==> src/rtl/fan_ctrl_pkg.sv <==
// Shared constants, state encodings and lookup helpers for the fan duty controller.
// Segment table drives the manual RPM mapping; band tables drive the auto mode.
package fan_ctrl_pkg;

  localparam int SEG_B0 = 500;
  localparam int SEG_B1 = 1000;
  localparam int SEG_B2 = 1950;
  localparam int SEG_B3 = 3800;

  localparam int SEG_OFF0 = 0;
  localparam int SEG_OFF1 = 30;
  localparam int SEG_OFF2 = 50;

  localparam int SEG_SLP0 = 25;
  localparam int SEG_SLP1 = 32;
  localparam int SEG_SLP2 = 37;

  typedef enum logic [1:0] {
    S_IDLE,
    S_DIV,
    S_LOAD
  } man_st_e;

  typedef enum logic [2:0] {
    B0, B1, B2, B3, B4, B5
  } band_e;

  // B5 has no upper edge; the caller never asks for it.
  function automatic int band_upper(band_e b);
    case (b)
      B0:      return 30;
      B1:      return 40;
      B2:      return 50;
      B3:      return 60;
      B4:      return 70;
      default: return 1000;
    endcase
  endfunction

  function automatic int band_duty(band_e b);
    case (b)
      B0:      return 0;
      B1:      return 20;
      B2:      return 40;
      B3:      return 60;
      B4:      return 80;
      default: return 100;
    endcase
  endfunction

endpackage

==> src/rtl/fan_duty_ramp_ctrl_seq_div.sv <==
// Unsigned restoring divider, one quotient bit per clock.
// done pulses for one cycle once the quotient is final; quotient holds afterwards.
module seq_div #(
  parameter int WIDTH = 12
) (
  input  logic             clk,
  input  logic             rst_n,
  input  logic             start,
  input  logic [WIDTH-1:0] dividend,
  input  logic [WIDTH-1:0] divisor,
  output logic [WIDTH-1:0] quotient,
  output logic             done
);

  localparam int CW = $clog2(WIDTH + 1);

  logic [WIDTH-1:0] r_rem;
  logic [WIDTH-1:0] r_quo;
  logic [WIDTH-1:0] r_dvs;
  logic [CW-1:0]    r_cnt;
  logic             r_run;
  logic             r_done;

  logic [WIDTH:0]   w_sh;
  logic             w_ge;
  logic [WIDTH-1:0] w_sub;

  assign w_sh  = {r_rem, r_quo[WIDTH-1]};
  assign w_ge  = (w_sh >= {1'b0, r_dvs});
  // Remainder after a successful subtract is below the divisor, so it fits.
  assign w_sub = w_sh[WIDTH-1:0] - r_dvs;

  always_ff @(posedge clk or negedge rst_n) begin
    if (!rst_n) begin
      r_rem  <= '0;
      r_quo  <= '0;
      r_dvs  <= '0;
      r_cnt  <= '0;
      r_run  <= 1'b0;
      r_done <= 1'b0;
    end else if (start) begin
      r_rem  <= '0;
      r_quo  <= dividend;
      r_dvs  <= divisor;
      r_cnt  <= CW'(WIDTH);
      r_run  <= 1'b1;
      r_done <= 1'b0;
    end else if (r_run) begin
      r_quo <= {r_quo[WIDTH-2:0], w_ge};
      r_rem <= w_ge ? w_sub : w_sh[WIDTH-1:0];
      r_cnt <= r_cnt - CW'(1);
      if (r_cnt == CW'(1)) begin
        r_run  <= 1'b0;
        r_done <= 1'b1;
      end
    end else begin
      r_done <= 1'b0;
    end
  end

  assign quotient = r_quo;
  assign done     = r_done;

endmodule

==> src/rtl/fan_duty_ramp_ctrl.sv <==
// Fan duty controller: manual RPM or auto temperature band to a ramped PWM duty.
// Define FAN_KICKSTART_EN to add a full-duty kick when spinning up from zero.
module fan_duty_ramp_ctrl
  import fan_ctrl_pkg::*;
#(
  parameter int SPEED_W     = 12,
  parameter int TEMP_W      = 8,
  parameter int DUTY_W      = 7,
  parameter int DUTY_MAX    = 100,
  parameter int HYST        = 2,
  parameter int RAMP_DIV    = 50000,
  parameter int KICK_CYCLES = 25000
) (
  input  logic              sys_clk,
  input  logic              sys_rst_n,
  input  logic [SPEED_W:0]  unpack_data,
  input  logic              unpack_valid,
  input  logic [TEMP_W-1:0] temp_data,
  output logic [DUTY_W-1:0] duty_data,
  output logic [DUTY_W-1:0] duty_target,
  output logic              busy,
  output logic              at_target
);

  localparam int RCW = $clog2(RAMP_DIV + 1);

  localparam logic [SPEED_W-1:0] L0 = SPEED_W'(SEG_B0);
  localparam logic [SPEED_W-1:0] L1 = SPEED_W'(SEG_B1);
  localparam logic [SPEED_W-1:0] L2 = SPEED_W'(SEG_B2);
  localparam logic [SPEED_W-1:0] L3 = SPEED_W'(SEG_B3);
  localparam logic [DUTY_W-1:0]  DMAX = DUTY_W'(DUTY_MAX);

  man_st_e r_st, w_st_nxt;
  band_e   r_band, w_band_nxt;

  logic               r_mode;
  logic               r_busy;
  logic               r_pend_v;
  logic [SPEED_W-1:0] r_pend_spd;
  logic               r_nodiv;
  logic [DUTY_W-1:0]  r_off;
  logic [DUTY_W-1:0]  r_tgt;
  logic [DUTY_W-1:0]  r_duty;
  logic               r_at;
  logic [RCW-1:0]     r_rcnt;

  logic               w_new_man;
  logic               w_go;
  logic [SPEED_W-1:0] w_spd;
  logic [SPEED_W-1:0] w_base;
  logic [SPEED_W-1:0] w_slope;
  logic [SPEED_W-1:0] w_dvd;
  logic [DUTY_W-1:0]  w_off;
  logic               w_nodiv;
  logic               w_div_start;
  logic               w_div_done;
  logic [SPEED_W-1:0] w_quo;
  logic [SPEED_W:0]   w_sum;
  logic [DUTY_W-1:0]  w_load;
  logic               w_busy_nxt;
  logic [DUTY_W-1:0]  w_tgt_nxt;
  logic [DUTY_W-1:0]  w_duty_nxt;
  logic               w_step;

  assign w_new_man = unpack_valid & unpack_data[SPEED_W];
  assign w_spd     = w_new_man ? unpack_data[SPEED_W-1:0]
                               : r_pend_spd;
  assign w_go      = (r_st == S_IDLE) & (w_new_man | r_pend_v);

  always_comb begin
    w_nodiv = 1'b0;
    w_off   = '0;
    w_base  = '0;
    w_slope = SPEED_W'(1);
    unique case (1'b1)
      (w_spd < L0): begin
        w_nodiv = 1'b1;
      end
      (w_spd >= L0 && w_spd < L1): begin
        w_base  = L0;
        w_slope = SPEED_W'(SEG_SLP0);
        w_off   = DUTY_W'(SEG_OFF0);
      end
      (w_spd >= L1 && w_spd < L2): begin
        w_base  = L1;
        w_slope = SPEED_W'(SEG_SLP1);
        w_off   = DUTY_W'(SEG_OFF1);
      end
      (w_spd >= L2 && w_spd <= L3): begin
        w_base  = L2;
        w_slope = SPEED_W'(SEG_SLP2);
        w_off   = DUTY_W'(SEG_OFF2);
      end
      default: begin
        w_nodiv = 1'b1;
        w_off   = DMAX;
      end
    endcase
  end

  assign w_dvd       = w_spd - w_base;
  assign w_div_start = w_go & ~w_nodiv;

  seq_div #(
    .WIDTH(SPEED_W)
  ) u_div (
    .clk      (sys_clk),
    .rst_n    (sys_rst_n),
    .start    (w_div_start),
    .dividend (w_dvd),
    .divisor  (w_slope),
    .quotient (w_quo),
    .done     (w_div_done)
  );

  assign w_sum  = {1'b0, w_quo} + (SPEED_W+1)'(r_off);
  assign w_load = r_nodiv ? r_off :
                  (w_sum > (SPEED_W+1)'(DUTY_MAX)) ? DMAX :
                  w_sum[DUTY_W-1:0];

  always_comb begin
    w_st_nxt = r_st;
    unique case (r_st)
      S_IDLE: if (w_go) w_st_nxt = w_nodiv ? S_LOAD : S_DIV;
      S_DIV:  if (w_div_done) w_st_nxt = S_LOAD;
      S_LOAD: w_st_nxt = S_IDLE;
      default: w_st_nxt = S_IDLE;
    endcase
  end

  // Table-only results pass through LOAD without ever raising busy.
  assign w_busy_nxt = (w_st_nxt == S_DIV) |
                      ((w_st_nxt == S_LOAD) & (r_st == S_DIV));

  always_comb begin
    w_band_nxt = r_band;
    if (r_band != B5 &&
        int'(temp_data) > band_upper(r_band))
      w_band_nxt = band_e'(r_band + 3'd1);
    else if (r_band != B0 &&
             int'(temp_data) <=
             band_upper(band_e'(r_band - 3'd1)) - HYST)
      w_band_nxt = band_e'(r_band - 3'd1);
  end

  // A divide landing after a switch to auto is dropped here.
  always_comb begin
    w_tgt_nxt = r_tgt;
    if (!r_mode)
      w_tgt_nxt = DUTY_W'(band_duty(r_band));
    else if (r_st == S_LOAD)
      w_tgt_nxt = w_load;
  end

  assign w_step = (r_rcnt == RCW'(RAMP_DIV - 1));

`ifdef FAN_KICKSTART_EN
  localparam int KCW = $clog2(KICK_CYCLES + 1);
  logic           r_kick, w_kick_nxt;
  logic [KCW-1:0] r_kcnt, w_kcnt_nxt;
`endif

  always_comb begin
    w_duty_nxt = r_duty;
    if (w_step) begin
      if (r_duty < r_tgt)
        w_duty_nxt = r_duty + DUTY_W'(1);
      else if (r_duty > r_tgt)
        w_duty_nxt = r_duty - DUTY_W'(1);
    end
`ifdef FAN_KICKSTART_EN
    w_kick_nxt = r_kick;
    w_kcnt_nxt = r_kcnt;
    if (r_kick) begin
      w_kcnt_nxt = r_kcnt + KCW'(1);
      w_duty_nxt = DMAX;
      if (r_tgt == '0) begin
        w_kick_nxt = 1'b0;
        w_duty_nxt = '0;
      end else if (r_kcnt == KCW'(KICK_CYCLES - 1)) begin
        w_kick_nxt = 1'b0;
        w_duty_nxt = r_tgt;
      end
    end else if (r_duty == '0 && r_tgt != '0) begin
      w_kick_nxt = 1'b1;
      w_kcnt_nxt = '0;
      w_duty_nxt = DMAX;
    end
`endif
  end

  always_ff @(posedge sys_clk or negedge sys_rst_n) begin
    if (!sys_rst_n) begin
      r_st       <= S_IDLE;
      r_band     <= B0;
      r_mode     <= 1'b0;
      r_busy     <= 1'b0;
      r_pend_v   <= 1'b0;
      r_pend_spd <= '0;
      r_nodiv    <= 1'b0;
      r_off      <= '0;
      r_tgt      <= '0;
      r_duty     <= '0;
      r_at       <= 1'b1;
      r_rcnt     <= '0;
    end else begin
      r_st   <= w_st_nxt;
      r_band <= w_band_nxt;
      r_busy <= w_busy_nxt;
      r_tgt  <= w_tgt_nxt;
      r_duty <= w_duty_nxt;
      r_at   <= (w_duty_nxt == w_tgt_nxt);
      r_rcnt <= w_step ? '0 : r_rcnt + RCW'(1);
      if (unpack_valid)
        r_mode <= unpack_data[SPEED_W];
      if (w_go) begin
        r_nodiv  <= w_nodiv;
        r_off    <= w_off;
        r_pend_v <= 1'b0;
      end else if (w_new_man) begin
        r_pend_v   <= 1'b1;
        r_pend_spd <= unpack_data[SPEED_W-1:0];
      end
    end
  end

`ifdef FAN_KICKSTART_EN
  always_ff @(posedge sys_clk or negedge sys_rst_n) begin
    if (!sys_rst_n) begin
      r_kick <= 1'b0;
      r_kcnt <= '0;
    end else begin
      r_kick <= w_kick_nxt;
      r_kcnt <= w_kcnt_nxt;
    end
  end
`endif

  assign duty_data   = r_duty;
  assign duty_target = r_tgt;
  assign busy        = r_busy;
  assign at_target   = r_at;

endmodule
==> config.mk <==
export PLATFORM = sky130hd
export DESIGN_NAME = fan_duty_ramp_ctrl
export DESIGN_NICKNAME = d
export VERILOG_FILES = /design/src/rtl/fan_ctrl_pkg.sv /design/src/rtl/fan_duty_ramp_ctrl_seq_div.sv /design/src/rtl/fan_duty_ramp_ctrl.sv
export SDC_FILE = /design/constraint.sdc
export NUM_CORES = 1
export LEC_CHECK = 0
export CORE_MARGIN = 10
export CORE_UTILIZATION = 49
export CTS_BUF_LIST = sky130_fd_sc_hd__clkbuf_8
export DETAILED_ROUTE_END_ITERATION = 10
export HOLD_SLACK_MARGIN = 0.12
export MAX_ROUTING_LAYER = met4
export PLACE_DENSITY = 0.69
export SYNTH_ARGS = -nofsm -noshare
export SYNTH_HDL_FRONTEND = slang
export SYNTH_HIERARCHICAL = 1
export SYNTH_SLANG_ARGS = --single-unit
==> constraint.sdc <==
create_clock -name sys_clk -period 5.2 [get_ports sys_clk]
set_input_delay 0.78 -clock sys_clk [delete_from_list [all_inputs] [get_ports sys_clk]]
set_output_delay 0.78 -clock sys_clk [all_outputs]
set_load 0.02 [all_outputs]
==> reports/metrics.csv, run 1 <==
stage;metric;value;unit
layout;layout cell share with drive strength beyond 1;7.37;%
setup_path;Crit. End Element;flip-flop;
synthesis;Yosys reg bits;99;
layout;Multi-input gate area;4530;um^2
synthesis;mapped cell area;7330;um^2
synthesis;synthesized area per cell;8.75;um^2
setup_path;Required @ worst endpoint;5460;ps
clock_network;clock sink count;99;
route;first-pass iteration count of the detailed router;5;
route;via count;5913;
route;drt initial violations;393;
synthesis;predominant post-synthesis flop cell;dfrtp_1;
grt;largest net degree at the start of global routing;64;
grt;initial antenna violation count;0;
route;WL/cell;14.7;um
grt;grt ovf;0;
synthesis;top cells by count, synth;nand2_1 (102), dfrtp_1 (98), ha_1 (68);
route;DRC viols;0;
clock_network;CTS tree;done;
setup_path;CP arrival;4830;ps
setup_path;WS Path Type;input pin to flip-flop;
route;via/cell ratio;5.55;
route;final wirelength;15.7;mm
place;dpl ws;287;ps
synthesis;Synth cell types;89;
timing;RSZ-0062 raised after global routing;false;
setup_path;CP Launch Type;input pin;
route;DRT antenna net count;0;
clock_network;CTS H-tree depth;3;
synthesis;number of enable flip-flop cells after synthesis;0;
die;Core Area;14600;um^2
pwr;leakage power;3.79;nW
status;outcome;finished clean;
synthesis;Synth area leader;dfrtp_1;
layout;n_diodes;0;
timing;Slew @ Worst Pin;800;ps
pwr;pwr/cell area;648;nW/um^2
die;Starting Density;50.2;%
hold_path;hold depth;1;
clock_network;Post-CTS Setup Inserts;0;
synthesis;Cells after Synth;837;
timing;Final min period;4560;ps
clock_network;TritonCTS buffer count;9;
timing;final hold vios;0;
place;GPL Wtd Cong;0.887;
layout;fillcell total;1392;
synthesis;cell with the most instances after synthesis;nand2_1;
synthesis;Post-synth ARST share;100;%
die;Die Span Y;142;um
timing;final slew viol count;0;
clock_network;Clock transition at path regs;100;ps
setup_path;worst flop-to-flop path startpoint;r_pend_spd[8];
clock_network;# resized after CTS;0;
pwr;VDD IR-drop max;0.402;mV
grt;first-pass GRT wire length;27.2;mm
hold_path;Endpoint, Worst Hold;r_rcnt[0];
layout;area grow syn2layout;10.8;%
layout;Final #Nets;972;
place;Post-DP HPWL;11.9;mm
clock_network;clk buf depth;2;
timing;Fin Clk Skew;17.1;ps
die;Die X;142;um
timing;fmax;219;MHz
grt;number of global-route vias before repair;5700;
setup_path;R2R depth;16;
synthesis;share of the synthesized area in the top cell type;33.5;%
grt;GRT Overall Usage;16.5;%
place;# port buffers;39;
timing;Setup TNS Final;0;ps
job;Max Cap Violations;0;
timing;slack of the critical path;636;ps
timing;Final setup violation count;0;
clock_network;hold buffer count at cts;0;
hold_path;hold wc startpoint;r_rcnt[0];
synthesis;Area contributors post-synth;dfrtp_1 (33%), ha_1 (12%), nand2_1 (5.2%), o21ai_0 (4.0%), a21oi_1 (3.8%);
synthesis;post-synthesis sequential area ratio;33.8;%
clock_network;later-pin clock latency in the skew report;390;ps
setup_path;r2r setup slk;1600;ps
synthesis;Ys Warns;6;
setup_path;reg-to-reg endpoint;u_div/quotient[11];
setup_path;Worst Path Max Fanout;16;
hold_path;Min-Delay Path Class;flip-flop to flip-flop;
die;IO Pins;40;
timing;Slew HR;46.7;%
die;Core Rows;44;
layout;register area;2480;um^2
clock_network;clock root buffer;clkbuf_8;
die;Die Area;20200;um^2
timing;Final Cycle Share;87.8;%
[how the worst max path moves through the flow]
stage,endpoint,depth (start not counted),start
floorplan,u_div/quotient[11],18,unpack_valid
global placement,u_div/quotient[8],20,unpack_valid
detailed placement,u_div/quotient[8],20,unpack_valid
finish,u_div/quotient[8],20,unpack_valid
CTS,u_div/quotient[11],18,unpack_valid
global route,u_div/quotient[8],20,unpack_valid
[stage by stage]
stage | utilization, % | hold WS [ps] | cell area [um^2] | std cells | power, mW
finish | 55.6 | 461 | 8110 | 1066 | 5.26
floorplan | - | 425 | 7360 | 846 | 4.01
CTS | 55.6 | 474 | 8110 | 1066 | 5.28
global placement | 54.3 | 443 | 7920 | 1050 | 4.69
detailed placement | 54.3 | 460 | 7920 | 1050 | 4.74
global route | 55.6 | 524 | 8110 | 1066 | 5.82
[metal layers]
metal / global-route usage [%] / wire length [um] / up-vias / share of wire, %
li1: - / - / 3050 / -
met4: 4.90 / 241 / 0 / 1.5
met3: 3.94 / 765 / 26 / 4.9
met2: 25.2 / 7100 / 96 / 45
met1: 21.3 / 7620 / 2741 / 48
met5: - / 0 / - / 0
[cells in the final DEF (no fill, tap or decap), types with 21 or more instances in the layout]
| cell type | Yosys | routed |
|---|---|---|
| a21oi_1 | 55 | 55 |
| clkdlybuf4s50_1 | 0 | 38 |
| nand3_1 | 21 | 21 |
| o21ai_0 | 59 | 59 |
| xnor2_1 | 24 | 24 |
| inv_1 | 66 | 66 |
| nor2_1 | 65 | 65 |
| dfrtp_1 | 98 | 98 |
| ha_1 | 68 | 68 |
| nand2_1 | 102 | 102 |
[logic make-up (layout without fill, tap and decap cells)]
kind of cell	count (synthesis)	count (layout)	synth area share [%]
AOI/OAI and AO/OA	216	216	19.8
muxes	26	26	3.69
xor gates and xnor gates	41	41	5.11
other	1	10	0.0512
adders and majority gates	71	71	12.4
buffers and inverters	91	127	4.87
DFF	99	99	33.8
and+or+nand+nor	292	292	20.2
[state kept, by name, summed over array words and instances (netlist names)]
name and flops:
duty_data 7, at_target 1, u_div/quotient 12, r_nodiv 1, r_mode 1, r_band 3, r_rcnt 16, r_st 2
u_div/r_run 1, r_off 5, u_div/r_dvs 12, r_pend_spd 12, u_div/done 1, duty_target 7, busy 1, u_div/r_rem 12
r_pend_v 1, u_div/r_cnt 4
[cell type report]
type | instances | share of cell area, %
Multi-Input combinational cell | 656 | 55.8
Sequential cell | 99 | 30.5
Timing Repair Buffer | 45 | 5.34
Inverter | 66 | 3.05
Tap cell | 184 | 2.84
Clock buffer | 9 | 1.53
Clock inverter | 7 | 0.894
[power by group]
part	switching, mW	internal (mW)	total, mW
clock network	0.289	0.225	0.514
logic	1.91	1.50	3.41
registers	0.266	1.07	1.33
[worst max-delay path, stage by stage]
cell	delay [ps]
clkdlybuf4s50_1	620
and2_1	520
o21ai_0	210
o21ai_0	120
nand3_1	110
a31o_2	270
nand2_1	120
inv_1	90
nor2_1	240
ha_1	280
nor2b_1	120
o21ai_0	190
a21boi_0	140
o21ai_0	210
a21boi_0	140
o21ai_0	250
nand2_1	130
xor2_1	150
nand2_1	60
o21ai_0	80
Note: power is estimated with default switching activity, not from simulation.
==> inputs of run 2 (changes only) <==
CTS_BUF_LIST = not set   (was sky130_fd_sc_hd__clkbuf_8)
SLEW_MARGIN = 20   (was not set)
==> run 2 against run 1 <==
  * Non-clock buffer count stayed put
  * Global-route usage hardly changed
  * Clock skew is 5.5 ps lower
  * Hold slack worse by 3.6 ps
  * Die area stayed put
  * Register-to-register slack better by 50 ps
  * Fmax is 0.85% higher
  * Utilization is 0.70 points higher
  * Combinational power hardly changed
  * Critical path depth is 2 lower
  * Final area is 1.3% higher
  * Sequential power hardly changed
  * Critical endpoint is now u_div/quotient[11]
  * Largest cell class unchanged
==> reports/metrics.csv, run 2 (synthesis results as in run 1) <==
stage;metric;value;unit
die;Die X;142;um
timing;Final Cycle Share;87.0;%
setup_path;Required @ worst endpoint;5470;ps
timing;Hold WS;458;ps
place;GPL Wtd Cong;0.887;
pwr;register share of total power;24.6;%
status;outcome;finished clean;
die;IO Pins;40;
clock_network;clk buf depth;2;
layout;area grow syn2layout;12.2;%
pwr;sw power;2.50;mW
die;Core Area;14600;um^2
route;WL/cell;14.8;um
hold_path;Endpoint, Worst Hold;r_rcnt[0];
route;first-pass iteration count of the detailed router;4;
grt;number of global-route vias before repair;5726;
grt;initial antenna violation count;0;
layout;Multi-input gate area;4530;um^2
grt;largest net degree at the start of global routing;64;
setup_path;r2r setup slk;1650;ps
setup_path;CP arrival;4800;ps
setup_path;R2R depth;16;
clock_network;clock root buffer;clkbuf_16;
pwr;P_int;2.95;mW
layout;register area;2480;um^2
layout;layout cell share with drive strength beyond 1;7.48;%
timing;final hold vios;0;
timing;Final min period;4530;ps
grt;met3 usage;4.07;%
place;# port buffers;39;
die;Die Area;20200;um^2
route;via count;5930;
grt;first-pass GRT wire length;27.3;mm
timing;Slew @ Worst Pin;797;ps
timing;fmax;221;MHz
clock_network;clock sink count;99;
timing;Final setup violation count;0;
clock_network;Post-CTS Setup Inserts;0;
setup_path;Worst Path Max Fanout;12;
pwr;pwr/cell area;663;nW/um^2
grt;GR Util met2;25.3;%
job;Max Cap Violations;0;
layout;max reg flops;16;
route;via/cell ratio;5.56;
layout;fillcell total;1367;
layout;commonest non-fill, non-tap cells in the layout;nand2_1 (102), dfrtp_1 (98), ha_1 (68);
timing;Fin Clk Skew;11.6;ps
pwr;VDD IR-drop max;0.425;mV
die;Core Rows;44;
clock_network;TritonCTS buffer count;9;
hold_path;hold wc startpoint;r_rcnt[0];
timing;Slew HR;46.8;%
setup_path;WS Path Type;input pin to flip-flop;
timing;Setup TNS Final;0;ps
grt;met1 usage;21.3;%
pwr;clock share of power;12.6;%
place;Post-DP HPWL;11.9;mm
clock_network;CTS H-tree depth;3;
route;DRC viols;0;
layout;Final #Nets;972;
setup_path;reg-to-reg endpoint;u_div/quotient[11];
pwr;leakage power;3.84;nW
clock_network;hold buffer count at cts;0;
grt;GRT Overall Usage;16.5;%
timing;RSZ-0062 raised after global routing;false;
hold_path;Min-Delay Path Class;flip-flop to flip-flop;
setup_path;CP peak stage delay;540;ps
pwr;Switching Fraction;45.9;%
hold_path;hold depth;1;
clock_network;Clock transition at path regs;70;ps
clock_network;later-pin clock latency in the skew report;360;ps
clock_network;CTS tree;done;
layout;n_diodes;0;
route;drt initial violations;377;
route;DRT antenna net count;0;
die;Die Span Y;142;um
setup_path;Crit. End Element;flip-flop;
grt;layer carrying the most global-route usage;met2;
grt;grt ovf;0;
timing;final slew viol count;0;
layout;commonest non-fill, non-tap cell in the layout;nand2_1;
setup_path;slowest CP cell;clkdlybuf4s50_1;
setup_path;critical-path cell list;clkdlybuf4s50_1, nand2_2, mux2i_1, nor3_1, a31oi_1, nor2b_1, nor2_1, fa_1, a21o_1, a21oi_1, o21ai_0, a21oi_1, o21ai_0, a21oi_1, nand2_1, o211ai_1, nand2_1, o21ai_0;
layout;Top reg by flops;r_rcnt;
setup_path;CP Launch Type;input pin;
die;Starting Density;50.2;%
setup_path;worst flop-to-flop path startpoint;r_pend_spd[8];
pwr;Combinational Power Share;62.9;%
route;final wirelength;15.8;mm
## run 2: cell count changes in the layout (fill, tap and decap cells not counted), sizes merged
cell	change
inv	-1
clkbuf	+1
## run 2: per-stage QoR
stage               instances  utilization [%]  setup WS (ps)  area [um^2]  power, mW
detailed placement       1050             54.3            287         7920       4.74
global placement         1050             54.3            375         7920       4.69
global route             1066             56.3            146         8220       6.00
finish                   1066             56.3            675         8220       5.45
CTS                      1066             56.3            630         8220       5.46
floorplan                 846                -           1240         7360       4.01
## run 2: repair_timing
action                                  4_1_cts  5_1_grt
endpoints found under the setup margin        0        2
hold endpoints to repair                      0        0
gates resized for setup                       0        1
## run 2: area by class of cell
type | count | share of cell area [%]
flip-flops and latches | 99 | 30.2
multi-input cells | 656 | 55.1
clock inverters | 6 | 0.838
well taps | 184 | 2.80
inverters | 66 | 3.02
clock buffers | 10 | 2.79
repair buffers | 45 | 5.27
## run 2: how the worst max path moves through the flow
stage                               endpoint  cells past startpoint          from
after floorplan           u_div/quotient[11]                     18  unpack_valid
after global placement     u_div/quotient[8]                     20  unpack_valid
after detailed placement   u_div/quotient[8]                     20  unpack_valid
after CTS                  u_div/quotient[8]                     20  unpack_valid
after global routing       u_div/quotient[8]                     18  unpack_valid
final                     u_div/quotient[11]                     18  unpack_valid
## run 2: power by group through the flow
stage	Combinational, mW	Clock [mW]	Sequential, mW
after floorplan	2.73	0	1.28
after global placement	3.35	0	1.34
after detailed placement	3.39	0	1.35
after CTS	3.42	0.704	1.33
after global routing	3.89	0.732	1.38
final	3.42	0.685	1.34
## run 2: critical path, delay by kind of cell
kind,cells,cell delay (ps)
mux,1,360
simple gates,6,1090
buf+inv,1,540
fa+ha+maj,1,450
compound gates,9,1580
## run 2: metal layers
| metal | share of wire [%] | wire (um) |
|---|---|---|
| met1 | 49 | 7810 |
| met2 | 45 | 7050 |
| met3 | 4.5 | 710 |
| met4 | 1.6 | 247 |
| met5 | 0 | 0 |
==> inputs of run 3 (changes only) <==
CORE_UTILIZATION = 50   (was 49)
PLACE_DENSITY = 0.71   (was 0.69)
==> run 3 against run 2 <==
  * Sequential share of layout area about the same
  * Hold slack got worse by 6.1 ps
  * Non-clock buffer count unchanged
  * Via count increased by 0.83%
  * Largest power group unchanged
==> reports/metrics.csv, run 3 (synthesis results as in run 1) <==
stage;metric;value;unit
timing;Setup TNS Final;0;ps
setup_path;Required @ worst endpoint;5420;ps
clock_network;# resized after CTS;0;
grt;largest net degree at the start of global routing;75;
pwr;VDD IR-drop max;0.453;mV
route;DRC viols;0;
clock_network;Clock transition at path regs;70;ps
timing;slack of the critical path;734;ps
die;Die Span Y;141;um
timing;final hold vios;0;
timing;Final min period;4470;ps
clock_network;Post-CTS Setup Inserts;0;
grt;first-pass GRT wire length;27.9;mm
layout;n_diodes;0;
clock_network;later-pin clock latency in the skew report;350;ps
layout;commonest non-fill, non-tap cell in the layout;nand2_1;
hold_path;Min-Delay Path Class;flip-flop to flip-flop;
setup_path;CP peak stage delay;540;ps
clock_network;CTS tree;done;
setup_path;CP arrival;4680;ps
place;Post-DP HPWL;11.9;mm
layout;register area;2480;um^2
die;Starting Density;50.8;%
die;Die Area;19900;um^2
setup_path;critical-path cell list;clkdlybuf4s50_1, nand2_2, mux2i_1, inv_1, a21oi_1, o21ai_0, nand3_1, nand2_1, inv_1, ha_1, inv_1, fa_1, a21o_1, a21oi_1, o21ai_0, a21oi_1, o21ai_0, a21oi_1, o211ai_1, nand2_1, o21ai_0;
clock_network;clock root buffer;clkbuf_16;
route;drt initial violations;324;
die;Core Area;14400;um^2
setup_path;slowest CP cell;clkdlybuf4s50_1;
die;Die X;141;um
setup_path;CP Launch Type;input pin;
setup_path;WS Path Type;input pin to flip-flop;
layout;area grow syn2layout;12.3;%
clock_network;TritonCTS buffer count;9;
layout;fillcell total;1304;
layout;Multi-input gate area;4530;um^2
timing;Final setup violation count;0;
route;final wirelength;15.7;mm
timing;RSZ-0062 raised after global routing;false;
clock_network;CTS H-tree depth;3;
place;dpl ws;393;ps
job;Max Cap Violations;0;
route;via count;5979;
clock_network;hold buffer count at cts;0;
place;GPL Wtd Cong;0.882;
route;WL/cell;14.8;um
setup_path;Crit. End Element;flip-flop;
grt;initial antenna violation count;0;
timing;Final Cycle Share;85.9;%
status;outcome;finished clean;
layout;Final #Nets;972;
die;Core Rows;44;
grt;number of global-route vias before repair;5832;
clock_network;clk buf depth;2;
place;# port buffers;39;
route;via/cell ratio;5.61;
grt;GRT Overall Usage;16.9;%
pwr;pwr/cell area;662;nW/um^2
route;DRT antenna net count;0;
timing;final slew viol count;0;
layout;Top reg by flops;r_rcnt;
layout;layout cell share with drive strength beyond 1;7.48;%
die;IO Pins;40;
timing;Slew HR;35.7;%
timing;Slew @ Worst Pin;965;ps
layout;max reg flops;16;
setup_path;Buf/Inv on CP;4;
layout;commonest non-fill, non-tap cells in the layout;nand2_1 (102), dfrtp_1 (98), ha_1 (68);
route;first-pass iteration count of the detailed router;5;
setup_path;Worst Path Max Fanout;18;
pwr;leakage power;3.84;nW
timing;fmax;224;MHz
grt;grt ovf;0;
timing;Fin Clk Skew;6.37;ps
setup_path;crit-path leading delay family;compound AO/OA/AOI/OAI gates;
clock_network;clock sink count;99;
-- run 3: cell types whose count changed in the layout (fill, tap and decap cells not counted), sizes merged --
cell	change
clkbuf	-1
clkinv	+1
-- run 3: layer usage --
metal | global-route usage, % | up-vias | part of all wire (%)
met5 | - | - | 0
met4 | 6.14 | 0 | 1.8
met3 | 2.65 | 14 | 3.3
met2 | 25.8 | 97 | 46
met1 | 22.3 | 2807 | 49
li1 | - | 3061 | -
-- run 3: worst register-to-register path, cell delays in order (launching register included) --
cell	delay, ps
dfrtp_1	450
inv_1	170
ha_1	270
nor3_1	100
o21ai_1	440
o211a_1	240
ha_1	240
o21a_1	110
o21ai_0	140
a21oi_1	80
o311ai_0	670
inv_1	210
a211o_1	330
-- run 3: metrics by stage --
| step | cells | instance area [um^2] | power (mW) | util [%] | hold WS [ps] |
|---|---|---|---|---|---|
| floorplan | 846 | 7360 | 4.01 | - | 425 |
| global placement | 1050 | 7920 | 4.70 | 54.9 | 443 |
| detailed placement | 1050 | 7920 | 4.75 | 54.9 | 447 |
| CTS | 1066 | 8230 | 5.48 | 57.0 | 456 |
| global route | 1066 | 8230 | 6.04 | 57.0 | 484 |
| finish | 1066 | 8230 | 5.45 | 57.0 | 452 |
-- run 3: area by class of cell --
class	instances	area share (%)
multi-input cells	656	55.0
flip-flops and latches	99	30.1
repair buffers	45	5.26
inverters	66	3.01
well taps	184	2.80
clock buffers	9	2.74
clock inverters	7	1.02
-- run 3: path summary, 6_finish.rpt --
check	start	endpoint	slack [ps]	cells after the start
max in group asynchronous	sys_rst_n	u_div/done	3720	2
worst max register to register	r_band[1]	r_band[1]	1640	12
min in group asynchronous	sys_rst_n	duty_target[6]	590	1
worst min-delay path	r_rcnt[0]	r_rcnt[0]	450	1
worst min register to register	r_rcnt[0]	r_rcnt[0]	450	1
worst max-delay path	unpack_valid	u_div/quotient[11]	730	21
-- run 3: report_power, final --
| group | leakage [nW] | switching, mW | internal, mW |
|---|---|---|---|
| logic | 2.47 | 1.92 | 1.50 |
| registers | 1.23 | 0.260 | 1.07 |
| clock network | 0.149 | 0.313 | 0.382 |
